## config.mk

```make
export PLATFORM = sky130hd
export DESIGN_NAME = button_step_ctrl
export DESIGN_NICKNAME = d
export VERILOG_FILES = /design/src/rtl/button_step_ctrl_pkg.sv /design/src/rtl/button_debouncer.sv /design/src/rtl/button_step_ctrl.sv
export SDC_FILE = /design/constraint.sdc
export NUM_CORES = 1
export LEC_CHECK = 0
export CAP_MARGIN = 20
export CORE_MARGIN = 2
export CORE_UTILIZATION = 44
export CTS_CLUSTER_DIAMETER = 40
export DETAILED_ROUTE_END_ITERATION = 16
export GPL_ROUTABILITY_DRIVEN = 1
export GPL_TIMING_DRIVEN = 0
export PLACE_DENSITY = 0.69
export SYNTH_ARGS = -nofsm -noshare
export SYNTH_HDL_FRONTEND = slang
export SYNTH_SLANG_ARGS = --single-unit
```

## constraint.sdc

```tcl
create_clock -name Clk -period 2.3 [get_ports Clk]
set_input_delay 0.23 -clock Clk [delete_from_list [all_inputs] [get_ports Clk]]
set_output_delay 0.23 -clock Clk [all_outputs]
set_load 0.01 [all_outputs]
```

## src/rtl/button_step_ctrl_pkg.sv

```systemverilog
// Shared definitions for the button-driven step/run controller.
// Holds the debouncer state encoding, default timing constants and a counter-width helper.
package button_step_ctrl_pkg;

    localparam int unsigned DEFAULT_DEBOUNCE_CYCLES = 1000000;
    localparam int unsigned DEFAULT_RUN_DIV         = 50000000;
    localparam int unsigned STEP_COUNT_W            = 16;

    typedef enum logic [1:0] {
        DB_IDLE           = 2'd0,
        DB_BOUNCE_PRESS   = 2'd1,
        DB_PRESSED        = 2'd2,
        DB_BOUNCE_RELEASE = 2'd3
    } db_state_e;

    // Bits needed to hold any value 0..max_val (at least one bit).
    function automatic int unsigned cnt_width(input int unsigned max_val);
        if (max_val < 32'd2) begin
            return 32'd1;
        end
        return $unsigned($clog2(max_val + 32'd1));
    endfunction

endpackage

```

## src/rtl/button_debouncer.sv

```systemverilog
// Two-flop synchronizer plus press/release debounce FSM for one pushbutton.
// press_c is a single-cycle event on the accepted press; releases are silent.
module button_debouncer
    import button_step_ctrl_pkg::*;
#(
    parameter int unsigned DEBOUNCE_CYCLES = DEFAULT_DEBOUNCE_CYCLES
) (
    input  logic clk,
    input  logic reset,
    input  logic btn,
    output logic press_c
);

    localparam int unsigned      CNT_W    = cnt_width(DEBOUNCE_CYCLES);
    localparam logic [CNT_W-1:0] CNT_LAST = CNT_W'(DEBOUNCE_CYCLES - 32'd1);

    logic             sync_meta;
    logic             sync_q;
    db_state_e        state;
    db_state_e        state_next;
    logic [CNT_W-1:0] cnt;
    logic [CNT_W-1:0] cnt_next;

    // Synchronizer: the raw pin is only ever seen through sync_q.
    always_ff @(posedge clk) begin
        if (reset) begin
            sync_meta <= 1'b0;
            sync_q    <= 1'b0;
        end else begin
            sync_meta <= btn;
            sync_q    <= sync_meta;
        end
    end

    always_ff @(posedge clk) begin
        if (reset) begin
            state <= DB_IDLE;
            cnt   <= '0;
        end else begin
            state <= state_next;
            cnt   <= cnt_next;
        end
    end

    // The counter tracks consecutive cycles spent in a bounce state at the new level.
    always_comb begin
        state_next = state;
        cnt_next   = cnt;
        press_c    = 1'b0;
        case (state)
            DB_IDLE: begin
                if (sync_q) begin
                    state_next = DB_BOUNCE_PRESS;
                    cnt_next   = '0;
                end
            end
            DB_BOUNCE_PRESS: begin
                if (!sync_q) begin
                    state_next = DB_IDLE;
                    cnt_next   = '0;
                end else if (cnt == CNT_LAST) begin
                    state_next = DB_PRESSED;
                    cnt_next   = '0;
                    press_c    = 1'b1;
                end else begin
                    cnt_next = cnt + CNT_W'(1);
                end
            end
            DB_PRESSED: begin
                if (!sync_q) begin
                    state_next = DB_BOUNCE_RELEASE;
                    cnt_next   = '0;
                end
            end
            DB_BOUNCE_RELEASE: begin
                if (sync_q) begin
                    state_next = DB_PRESSED;
                    cnt_next   = '0;
                end else if (cnt == CNT_LAST) begin
                    state_next = DB_IDLE;
                    cnt_next   = '0;
                end else begin
                    cnt_next = cnt + CNT_W'(1);
                end
            end
            default: begin
                state_next = DB_IDLE;
                cnt_next   = '0;
            end
        endcase
    end

endmodule

```

## src/rtl/button_step_ctrl.sv

```systemverilog
// Step/run clock-enable controller: a debounced step button issues single StepEn pulses,
// a debounced mode button toggles a free-run mode that pulses StepEn every RUN_DIV cycles.
module button_step_ctrl
    import button_step_ctrl_pkg::*;
#(
    parameter int unsigned DEBOUNCE_CYCLES = DEFAULT_DEBOUNCE_CYCLES,
    parameter int unsigned RUN_DIV         = DEFAULT_RUN_DIV
) (
    input  logic                    Clk,
    input  logic                    Reset,
    input  logic                    BtnStep,
    input  logic                    BtnMode,
    output logic                    StepEn,
    output logic                    RunMode,
    output logic [STEP_COUNT_W-1:0] StepCount
);

    localparam int unsigned       RATE_W    = cnt_width(RUN_DIV);
    localparam logic [RATE_W-1:0] RATE_LAST = RATE_W'(RUN_DIV - 32'd1);

    logic              step_press_c;
    logic              mode_press_c;
    logic              run_mode_next;
    logic              step_en_next;
    logic [RATE_W-1:0] rate_cnt;
    logic [RATE_W-1:0] rate_next;

    button_debouncer #(
        .DEBOUNCE_CYCLES(DEBOUNCE_CYCLES)
    ) u_step_db (
        .clk    (Clk),
        .reset  (Reset),
        .btn    (BtnStep),
        .press_c(step_press_c)
    );

    button_debouncer #(
        .DEBOUNCE_CYCLES(DEBOUNCE_CYCLES)
    ) u_mode_db (
        .clk    (Clk),
        .reset  (Reset),
        .btn    (BtnMode),
        .press_c(mode_press_c)
    );

    // A mode press wins over a same-cycle step press and restarts the rate counter.
    always_comb begin
        run_mode_next = RunMode ^ mode_press_c;
        rate_next     = '0;
        step_en_next  = 1'b0;
        if (run_mode_next) begin
            if (!mode_press_c && (rate_cnt != RATE_LAST)) begin
                rate_next = rate_cnt + RATE_W'(1);
            end
            step_en_next = (rate_next == RATE_LAST);
        end else begin
            step_en_next = step_press_c && !mode_press_c;
        end
    end

    always_ff @(posedge Clk) begin
        if (Reset) begin
            RunMode   <= 1'b0;
            rate_cnt  <= '0;
            StepEn    <= 1'b0;
            StepCount <= '0;
        end else begin
            RunMode   <= run_mode_next;
            rate_cnt  <= rate_next;
            StepEn    <= step_en_next;
            StepCount <= StepCount + STEP_COUNT_W'(StepEn);
        end
    end

endmodule

```

=== After elaboration in Yosys (flattened, before gate mapping) ===
Cells that the tools add are included.

* Input bits: 4
* Flip-flop bits (word level): 92
* Logic and storage cells: 81
* Output and inout bits: 18

* Reductions and logical operators: 10
* Multiplexer cells: 35
* Add/sub/neg operators: 4
* Bitwise gates (word level): 2
* Eq/ne operators: 18

{| class="wikitable"
|+ Operators with widths
! cell !! count
|-
| $mux W20 || 10
|-
| $pmux W20 S4 || 2
|-
| $mux W26 || 2
|-
| $add A20 B1 Y20 const B || 2
|-
| $eq A20 B20 Y1 const B || 2
|-
| $add A26 B1 Y26 const B || 1
|-
| $eq A26 B26 Y1 const B || 1
|-
| $ne A26 B26 Y1 const B || 1
|-
| $mux W2 || 12
|-
| $add A16 B1 Y16 || 1
|-
| $pmux W2 S4 || 2
|-
| $eq A2 B2 Y1 const B || 4
|-
| $reduce_and A4 Y1 || 2
|-
| $mux W1 || 7
|-
| $ne A3 B1 Y1 const B || 2
|-
| $ne A3 B3 Y1 const B || 2
|-
| $eq A2 B1 Y1 const B || 2
|-
| $logic_not A2 Y1 || 2
|-
| $ne A2 B1 Y1 const B || 2
|-
| $ne A2 B2 Y1 const B || 2
|-
| $reduce_and A2 Y1 || 2
|-
| $logic_and A1 B1 Y1 || 2
|-
| $reduce_or A2 Y1 || 1
|-
| $logic_not A1 Y1 || 1
|-
| 2 further kinds || 2
|}

=== Longest topological paths before layout ===
Gate-level depths: netlist (run 1).

* Word-level depth: 10
* Mapped depth: 9
* Gate-level depth less buffers: 7

=== Modules after synthesis ===
A second synthesis (run 1) with hierarchy kept.

* Cell total of the unflattened synthesis: 545
* Area total of the unflattened synthesis: 4664.5 um^2

{| class="wikitable"
|+ Modules (own cells, without submodules)
! module !! seq. area each (um^2) !! times used !! cells an instance !! area each (um^2)
|-
| button_debouncer || 480.5 || 2 || 152 || 1296.2
|-
| button_step_ctrl || 880.8 || 1 || 241 || 2072.0
|}

=== Worst setup path before layout (run 1) ===
No wires, ideal clock.

* Path kind: reg2reg
* From: register rate_cnt[0]
* To: register StepEn
* Clock period less this slack: 2.383 ns
* Stages on the path, launching flop included: 8
* Path buffers: 0
* Setup slack: -0.083 ns
* Setup time: 0.088 ns
* Data arrival time: 2.295 ns
* Required time: 2.212 ns
* Path through: dfxtp_1 ha_1 nand3_1 nor4_1 and4_1 o22ai_1 or4_1 o32ai_2

* Cells in the longest elaborated chain, start to end: 6
* Elaborated cells on any way between the ends: 7
* Those cells by class: add/sub: 1; eq/ne: 2; mux: 3; reduce/logical: 1

{| class="wikitable"
|+ RTL lines
! item !! RTL line !! text
|-
| from (decl) || button_step_ctrl.sv:25 || <nowiki>logic [RATE_W-1:0] rate_cnt;</nowiki>
|-
| from (signal assigned) || button_step_ctrl.sv:69 || <nowiki>rate_cnt <= rate_next;</nowiki>
|-
| parallel branches: the longest is 2 deep, another holds $add A26 B1 Y26 || -- ||
|-
| $mux W26 (*) || button_step_ctrl.sv:52 || <nowiki>if (!mode_press_c && (rate_cnt != RATE_LAST)) begin</nowiki>
|-
| $mux W26 (*) || button_step_ctrl.sv:51 || <nowiki>if (run_mode_next) begin</nowiki>
|-
| $eq A26 B26 Y1 (*) || button_step_ctrl.sv:55 || <nowiki>step_en_next = (rate_next == RATE_LAST);</nowiki>
|-
| $mux W1 (*) || button_step_ctrl.sv:51 ||
|-
| to (signal assigned) || button_step_ctrl.sv:70 || <nowiki>StepEn <= step_en_next;</nowiki>
|-
| to (decl) || button_step_ctrl.sv:13 || <nowiki>output logic StepEn,</nowiki>
|}

Mark *: on every way between the ends. The select of a mux whose other input is x is not followed.
A chain may end at the register's enable or synchronous reset.

=== Worst setup path after layout (run 1) ===
* From: register u_step_db.cnt[9]
* To: register u_step_db.cnt[5]

* Cells in the longest elaborated chain, start to end: 4
* Elaborated cells on any way between the ends: 5
* Those cells by class: eq/ne: 1; mux: 4

{| class="wikitable"
|+ RTL lines
! item !! RTL line !! text
|-
| from (decl) || button_debouncer.sv:21 || <nowiki>logic [CNT_W-1:0] cnt;</nowiki>
|-
| from (signal assigned) || button_debouncer.sv:41 || <nowiki>cnt <= cnt_next;</nowiki>
|-
| $eq A20 B20 Y1 (*) || button_debouncer.sv:61, button_debouncer.sv:79 ||
|-
| $mux W20 (*) || button_debouncer.sv:61, button_debouncer.sv:79 ||
|-
| $mux W20 (on tied branches) || button_debouncer.sv:76, button_debouncer.sv:58 ||
|-
| $pmux W20 S4 (*) || button_debouncer.sv:50 || <nowiki>case (state)</nowiki>
|}

Every way passes the cells marked *; elsewhere a longest branch is shown, timed or not.

==> flow_summary.json, run 1 <==
{
  "reg2reg_depth": 6,
  "hold_viol": 0,
  "clk_latency_ns": 0.35,
  "antennaDiodeCount": 0,
  "yosys_warnings": 0,
  "first_pass_iters": 4,
  "antenna_found_initial": 0,
  "synth_top_family_by_area": "simple AND/OR/NAND/NOR gates",
  "h-tree-depth": 3,
  "initial_utilization_pct": 45.64,
  "fmax_ghz": 0.4017,
  "clock-sinks": 92,
  "core-area_sq_um": 9819,
  "grt_overflow_total": 0,
  "reg2reg_slack_ns": -0.19,
  "period_needed_ns": 2.489,
  "synth-simple-area-share_pct": 31.24,
  "fin_nets": 585,
  "synth.area.top_cells": "dfxtp_1, nor2_1, xor2_1",
  "wire_per_inst_microns": 14.61,
  "final_area_sq_um": 5401,
  "die_y_microns": 104.9,
  "slowest_delay_ns": 0.59,
  "synth_nets": 544,
  "syn_area_per_cell_sq_um": 8.377,
  "cts_root_buf": "clkbuf_8",
  "synth_area_sq_um": 4482,
  "start_kind": "register",
  "grtUsageTotal_pct": 18.69,
  "maxCapViolCount": 0,
  "hold_end": "u_mode_db.cnt[16]",
  "worst_slack_ns": -0.1893,
  "yosys.area.top_type": "dfxtp_1",
  "area_growth_pct": 20.52,
  "slew_headroom_pct": 57.73,
  "async_flop_share_pct": 0,
  "ys.flop_type": "dfxtp_1",
  "report.final.slew_viol_count": 0,
  "cp-end-kind": "register",
  "p_leak_uw": 0.001849,
  "critical_path_class": "reg2reg",
  "syn_inst": 535,
  "arrival_ns": 2.69,
  "cts_buffer_depth": 2,
  "synthAdderAreaFrac_pct": 1.396,
  "gp_congestion": 0.9037,
  "clk_pin_slew_ns": 0.10,
  "cts_tree": "built",
  "std_cell_rows": 36,
  "crit_chain": "or4b_1 -> or4_4 -> o31a_2 -> clkbuf_8 -> a41oi_1 -> a311oi_1",
  "yosysSeqAreaShare_pct": 41.09,
  "hpwl_mm": 7.031,
  "period_share_pct": 108.2,
  "worst_pin_slew_ns": 0.6274,
  "placed_area_sq_um": 4865,
  "viasPerCell": 5.504,
  "ys_seq_elements": 92,
  "wirelength_mm": 10.43,
  "violations": "negative setup slack",
  "grt_max_degree": 16,
  "synth-edff-count": 0,
  "total_power_uw": 2833,
  "hold_class": "in2reg",
  "r2r_start": "u_step_db.cnt[9]",
  "worst_ep_required_time_ns": 2.50,
  "hp-start": "Reset",
  "yosysUniqueCellTypes": 56,
  "io_pins": 22,
  "fin_skew_ns": 0.01589,
  "numCtsBuffers": 9,
  "die_w_microns": 104.9,
  "min_path_cells": 3,
  "yosys.area_share.xor_xnor_pct": 10.16,
  "crit_fanout": 10,
  "drtAntennaViolNets": 0,
  "synth_top_area_share_pct": 41.09,
  "drtIter0Drc": 134,
  "synth_compound_area_share_pct": 11.78,
  "drive_gt1_share_pct": 15.49,
  "status": "complete, but fails checks",
  "die_area_sq_um": 11010,
  "drc_errors": 0,
  "grt_first_pass_wirelength_mm": 16.95,
  "cp_slowest_cell": "or4_4",
  "portBuffers": 20,
  "rsz0062_at_grt": "true",
  "peakVddDrop_mv": 0.3092,
  "vias": 3930,
  "pre_cts_ws_ns": -0.3819,
  "power-per-cell-area_nw_per_um2": 524.4,
  "rr_endpoint": "u_step_db.cnt[5]",
  "setup_violations": 20,
  "grt_pass1_vias": 3758,
  "muxShareOfSynthArea_pct": 1.117
}
==> synthesized netlist by cell type, types with 4 or more instances <==
cell type / n
dfxtp_1: 92
nor2_1: 85
nand2_1: 44
xor2_1: 36
nand3_1: 28
a21oi_1: 27
o21ai_0: 20
nand4_1: 19
xnor2_1: 16
and3_1: 13
clkbuf_1: 11
and4_1: 10
nor3_1: 9
nor4_1: 9
and2_1: 8
inv_1: 8
buf_2: 7
nor2b_1: 7
a311oi_1: 6
or3_1: 6
ha_1: 5
mux2i_1: 5
a31oi_1: 4
nand2b_1: 4
nor3b_1: 4
or4_1: 4
==> cells by family (layout without fill, tap and decap cells) <==
kind of cell,Yosys count,after routing
XOR/XNOR,52,52
AO/OA/AOI/OAI,82,82
multiplexers,5,5
buffers and inverters,30,76
adder cells (fa/ha/maj),5,5
flip-flops,92,92
AND/OR/NAND/NOR,269,269
==> state kept, by name, indices dropped and copies added (netlist names), named ones only <==
signal	cells
RunMode	1
StepCount	16
StepEn	1
rate_cnt	26
u_mode_db.cnt	20
u_mode_db.state	1
u_mode_db.sync_meta	1
u_mode_db.sync_q	1
u_step_db.cnt	20
u_step_db.state	1
u_step_db.sync_meta	1
u_step_db.sync_q	1
==> layout by cell type, fill, tap and decap left out, types with 5 or more instances in the layout <==
cell type | Yosys | layout
clkdlybuf4s50_1 | 0 | 20
a21oi_1 | 27 | 24
a311oi_1 | 6 | 6
nand2_1 | 44 | 43
and3_1 | 13 | 12
nor2_1 | 85 | 82
mux2i_1 | 5 | 5
inv_1 | 8 | 8
dfxtp_2 | 0 | 5
xnor2_1 | 16 | 16
clkbuf_8 | 0 | 10
xor2_1 | 36 | 36
nor4_1 | 9 | 5
buf_4 | 2 | 10
clkbuf_1 | 11 | 7
dfxtp_1 | 92 | 84
nor2b_1 | 7 | 7
buf_6 | 2 | 5
nand4_1 | 19 | 19
o21ai_0 | 20 | 13
nor3_1 | 9 | 7
nand3_1 | 28 | 28
or3_1 | 6 | 5
and4_1 | 10 | 8
ha_1 | 5 | 5
and2_1 | 8 | 8
==> through the flow <==
stage               utilization (%)  std cells  setup TNS, ns  hold WS, ns
finish                        55.01        714         -2.257       0.2425
global route                  55.01        714         -3.317       0.2446
CTS                           52.99        709         -1.932       0.2315
detailed placement            49.54        688         -13.37       0.4383
global placement              49.54        688         -11.58       0.4394
floorplan                         -        535       -0.05784       0.3582
==> critical path: cells and delay by family, from the launching register on <==
family / cells / cell delay (ns)
and+or+nand+nor: 2 / 1.06
AOI/OAI and AO/OA: 3 / 0.67
DFF: 1 / 0.41
buffers and inverters: 1 / 0.18
==> what timing repair did <==
item / 4_1_cts / 5_1_grt
setup buffers: 7 / 3
endpoints found under the hold margin: 0 / 0
pin swaps: 8 / 21
hold buffers: 0 / 0
gates resized for setup: 22 / 41
endpoints found under the setup margin: 54 / 50
gates cloned: 0 / 2
==> routing by layer <==
metal / wire (microns) / track usage (%) / up-vias
met3: 459 / 4.429 / 11
met2: 5202 / 32.10 / 96
met4: 129 / 6.190 / 0
met1: 4641 / 22.98 / 1838
li1: - / - / 1985
met5: 0 / 0 / -
==> power by group <==
group          internal, uW  switching [uW]  leakage [uW]
Combinational          22.8            45.3       0.00100
Clock                   613             556      0.000102
Sequential             1590            3.80      0.000747
==> final cells by class <==
class / instances / area [sq um]
fillers: 929 / 4418
multi-input cells: 413 / 2651
flip-flops and latches: 92 / 1859
repair buffers: 32 / 340.3
well taps: 133 / 166.4
plain buffers: 20 / 137.6
clock buffers: 10 / 127.6
clock inverters: 6 / 88.84
inverters: 8 / 30.03
==> worst max-delay path by stage <==
| stage | cells after the start | from | to |
|---|---|---|---|
| floorplan | 6 | u_step_db.cnt[10] | StepEn |
| global route | 6 | u_step_db.cnt[9] | u_step_db.cnt[5] |
| global placement | 7 | u_mode_db.cnt[3] | rate_cnt[8] |
| detailed placement | 7 | u_mode_db.cnt[3] | rate_cnt[10] |
| finish | 6 | u_step_db.cnt[9] | u_step_db.cnt[5] |
| CTS | 8 | u_step_db.cnt[8] | u_step_db.cnt[4] |
No activity file was read; power rests on OpenSTA's default activity.
==> run 2, diff against run 1 <==
HOLD_SLACK_MARGIN = 0.12   (was unset)
MAX_ROUTING_LAYER = met4   (was unset)
PLACE_DENSITY = 0.66   (was 0.69)
clock period = 2.6 ns   (was 2.3 ns; I/O delays follow)
==> run 2 against run 1 <==
Compared with the run above:
- worst hold slack improved by 0.042 ns
- sequential power decreased by 11%
- largest power group unchanged
- global-route usage about the same
- clock power decreased by 16%
- maximum frequency is 1.5% lower
- total power fell by 14%
- cell area is 5.0% lower
- non-clock buffer count is 6 lower
- routed wire length shrank 6.0%
- register-to-register slack better by 0.26 ns
- the flow now finishes without violations
==> flow_summary.json, run 2 (synthesis gave the netlist of run 1 again) <==
{
  "status": "finished, final reports clean",
  "top_register": "rate_cnt",
  "portBuffers": 20,
  "antenna_found_initial": 0,
  "io_pins": 22,
  "p_switching_uw": 571.1,
  "hold_viol": 0,
  "fmax_ghz": 0.3957,
  "wire_per_inst_microns": 13.85,
  "crit_chain": "or4b_1 -> or4_4 -> nor3_4 -> nand2_2 -> or4b_1 -> o32ai_2",
  "worst_slack_ns": 0.07311,
  "cts_hold_buf": 0,
  "antennaDiodeCount": 0,
  "drtIter0Drc": 159,
  "first_pass_iters": 4,
  "grt_pass1_vias": 3564,
  "cp_top_family": "simple AND/OR/NAND/NOR gates",
  "start_kind": "register",
  "drive_gt1_share_pct": 9.913,
  "fin_nets": 579,
  "seq_power_share_pct": 57.8,
  "period_share_pct": 97.19,
  "crit_top_cell": "or4b_1",
  "grt_max_degree": 17,
  "hpwl_mm": 6.955,
  "critical_path_class": "reg2reg",
  "placed_cells": 689,
  "arrival_ns": 2.81,
  "power.internal_uw": 1878,
  "wirelength_mm": 9.808,
  "reg_top3": "rate_cnt: 26 flops, u_mode_db.cnt: 20 flops, u_step_db.cnt: 20 flops",
  "cts_buffer_depth": 2,
  "hold_end": "u_step_db.sync_meta",
  "core-area_sq_um": 9819,
  "period_needed_ns": 2.527,
  "report.final.slew_viol_count": 0,
  "rsz0062_at_grt": "true",
  "power_frac_comb_pct": 2.2,
  "peakVddDrop_mv": 0.2797,
  "worst_ep_required_time_ns": 2.88,
  "die_w_microns": 104.9,
  "cp-end-kind": "register",
  "final_cell_mix": "dfxtp_1, nor2_1, nand2_1",
  "die_y_microns": 104.9,
  "initial_utilization_pct": 45.64,
  "die_area_sq_um": 11010,
  "grtUsageTotal_pct": 18.64,
  "slowest_delay_ns": 0.57,
  "drtAntennaViolNets": 0,
  "gp_congestion": 0.8922,
  "clock-sinks": 92,
  "area_growth_pct": 14.52,
  "min_path_cells": 3,
  "fin_cells": 708,
  "power-per-cell-area_nw_per_um2": 477.1,
  "clk_pin_slew_ns": 0.09,
  "grt_overflow_total": 0,
  "worst_pin_slew_ns": 0.7287,
  "hp-start": "Reset",
  "clk_latency_ns": 0.37,
  "viasPerCell": 5.425,
  "numCtsBuffers": 9,
  "sw_frac_of_total_pct": 23.32,
  "setup_violations": 0,
  "hold_class": "in2reg",
  "final_util_pct": 52.27,
  "cts_tree": "built",
  "maxCapViolCount": 0,
  "nFillCells": 985,
  "std_cell_rows": 36,
  "cp_slowest_cell": "or4_4",
  "pre_cts_ws_ns": -0.1337,
  "slew_headroom_pct": 50.97,
  "r2r_start": "u_step_db.cnt[8]",
  "p_clk_share_pct": 40.0,
  "h-tree-depth": 3,
  "reg2reg_depth": 6,
  "largest_register_ffs": 26,
  "vias": 3841,
  "p_leak_uw": 0.001728,
  "fin_skew_ns": 0.005698,
  "crit_fanout": 8,
  "grt_first_pass_wirelength_mm": 16.60,
  "rr_endpoint": "StepEn",
  "critical_path_buf_inv_count": 0,
  "mostFrequentLayoutCell": "dfxtp_1",
  "drc_errors": 0,
  "reg2reg_slack_ns": 0.07,
  "cts_root_buf": "clkbuf_8",
  "tns_ns": 0
}
run 2: how the worst max path moves through the flow:
stage	from	end	slack (ns)	depth (start not counted)
after floorplan	rate_cnt[0]	StepEn	0.22	7
after global placement	rate_cnt[0]	StepEn	-0.39	7
after detailed placement	u_mode_db.cnt[3]	rate_cnt[13]	-0.13	7
after CTS	u_step_db.cnt[8]	StepEn	0.009	6
after global routing	u_step_db.cnt[8]	u_step_db.cnt[4]	-0.01	8
final	u_step_db.cnt[8]	StepEn	0.07	6
run 2: power groups by stage:
stage	Sequential, uW	Combinational (uW)	Clock (uW)
3_3_place_gp	1450	52.8	0
4_1_cts	1420	54.6	1020
3_5_place_dp	1450	53.6	0
2_1_floorplan	1450	36.1	0
6_report	1420	53.6	980
5_1_grt	1420	59.6	1060
run 2: worst register-to-register path: stages (launching register included):
cell	delay, ns
dfxtp_2	0.37
or4b_1	0.51
or4_4	0.57
nor3_4	0.21
nand2_2	0.10
or4b_1	0.48
o32ai_2	0.20
run 2: cell type report:
| class | count | area (sq um) | share of cell area (%) |
|---|---|---|---|
| multi-input combinational | 413 | 2540 | 49.49 |
| buffer | 21 | 116.4 | 2.267 |
| sequential | 92 | 1847 | 35.98 |
| clock buffer | 9 | 123.9 | 2.413 |
| clock inverter | 7 | 73.82 | 1.438 |
| timing repair buffer | 25 | 235.2 | 4.583 |
| tap | 133 | 166.4 | 3.242 |
| inverter | 8 | 30.03 | 0.5851 |
run 2: timing repair:
item,in CTS,in global routing
gates resized for setup,2,17
pin swaps,1,0
endpoints found under the setup margin,35,41
buffers inserted,4,0
run 2: routing by layer:
layer	share of wire (%)	wire [microns]	up-vias	track usage [%]
met1	50	4867	1795	24.52
li1	-	-	1976	-
met3	3.5	343	7	3.618
met5	0	0	-	-
met4	0.81	79	0	6.190
met2	46	4518	63	28.85
run 2: through the flow:
stage          power (uW)  hold slack [ns]  instance area (sq um)
2_1_floorplan        1484           0.3882                   4482
3_3_place_gp         1501           0.4211                   4848
3_5_place_dp         1502           0.4475                   4853
4_1_cts              2488           0.2644                   5090
5_1_grt              2538           0.2845                   5132
6_report             2449           0.2843                   5132
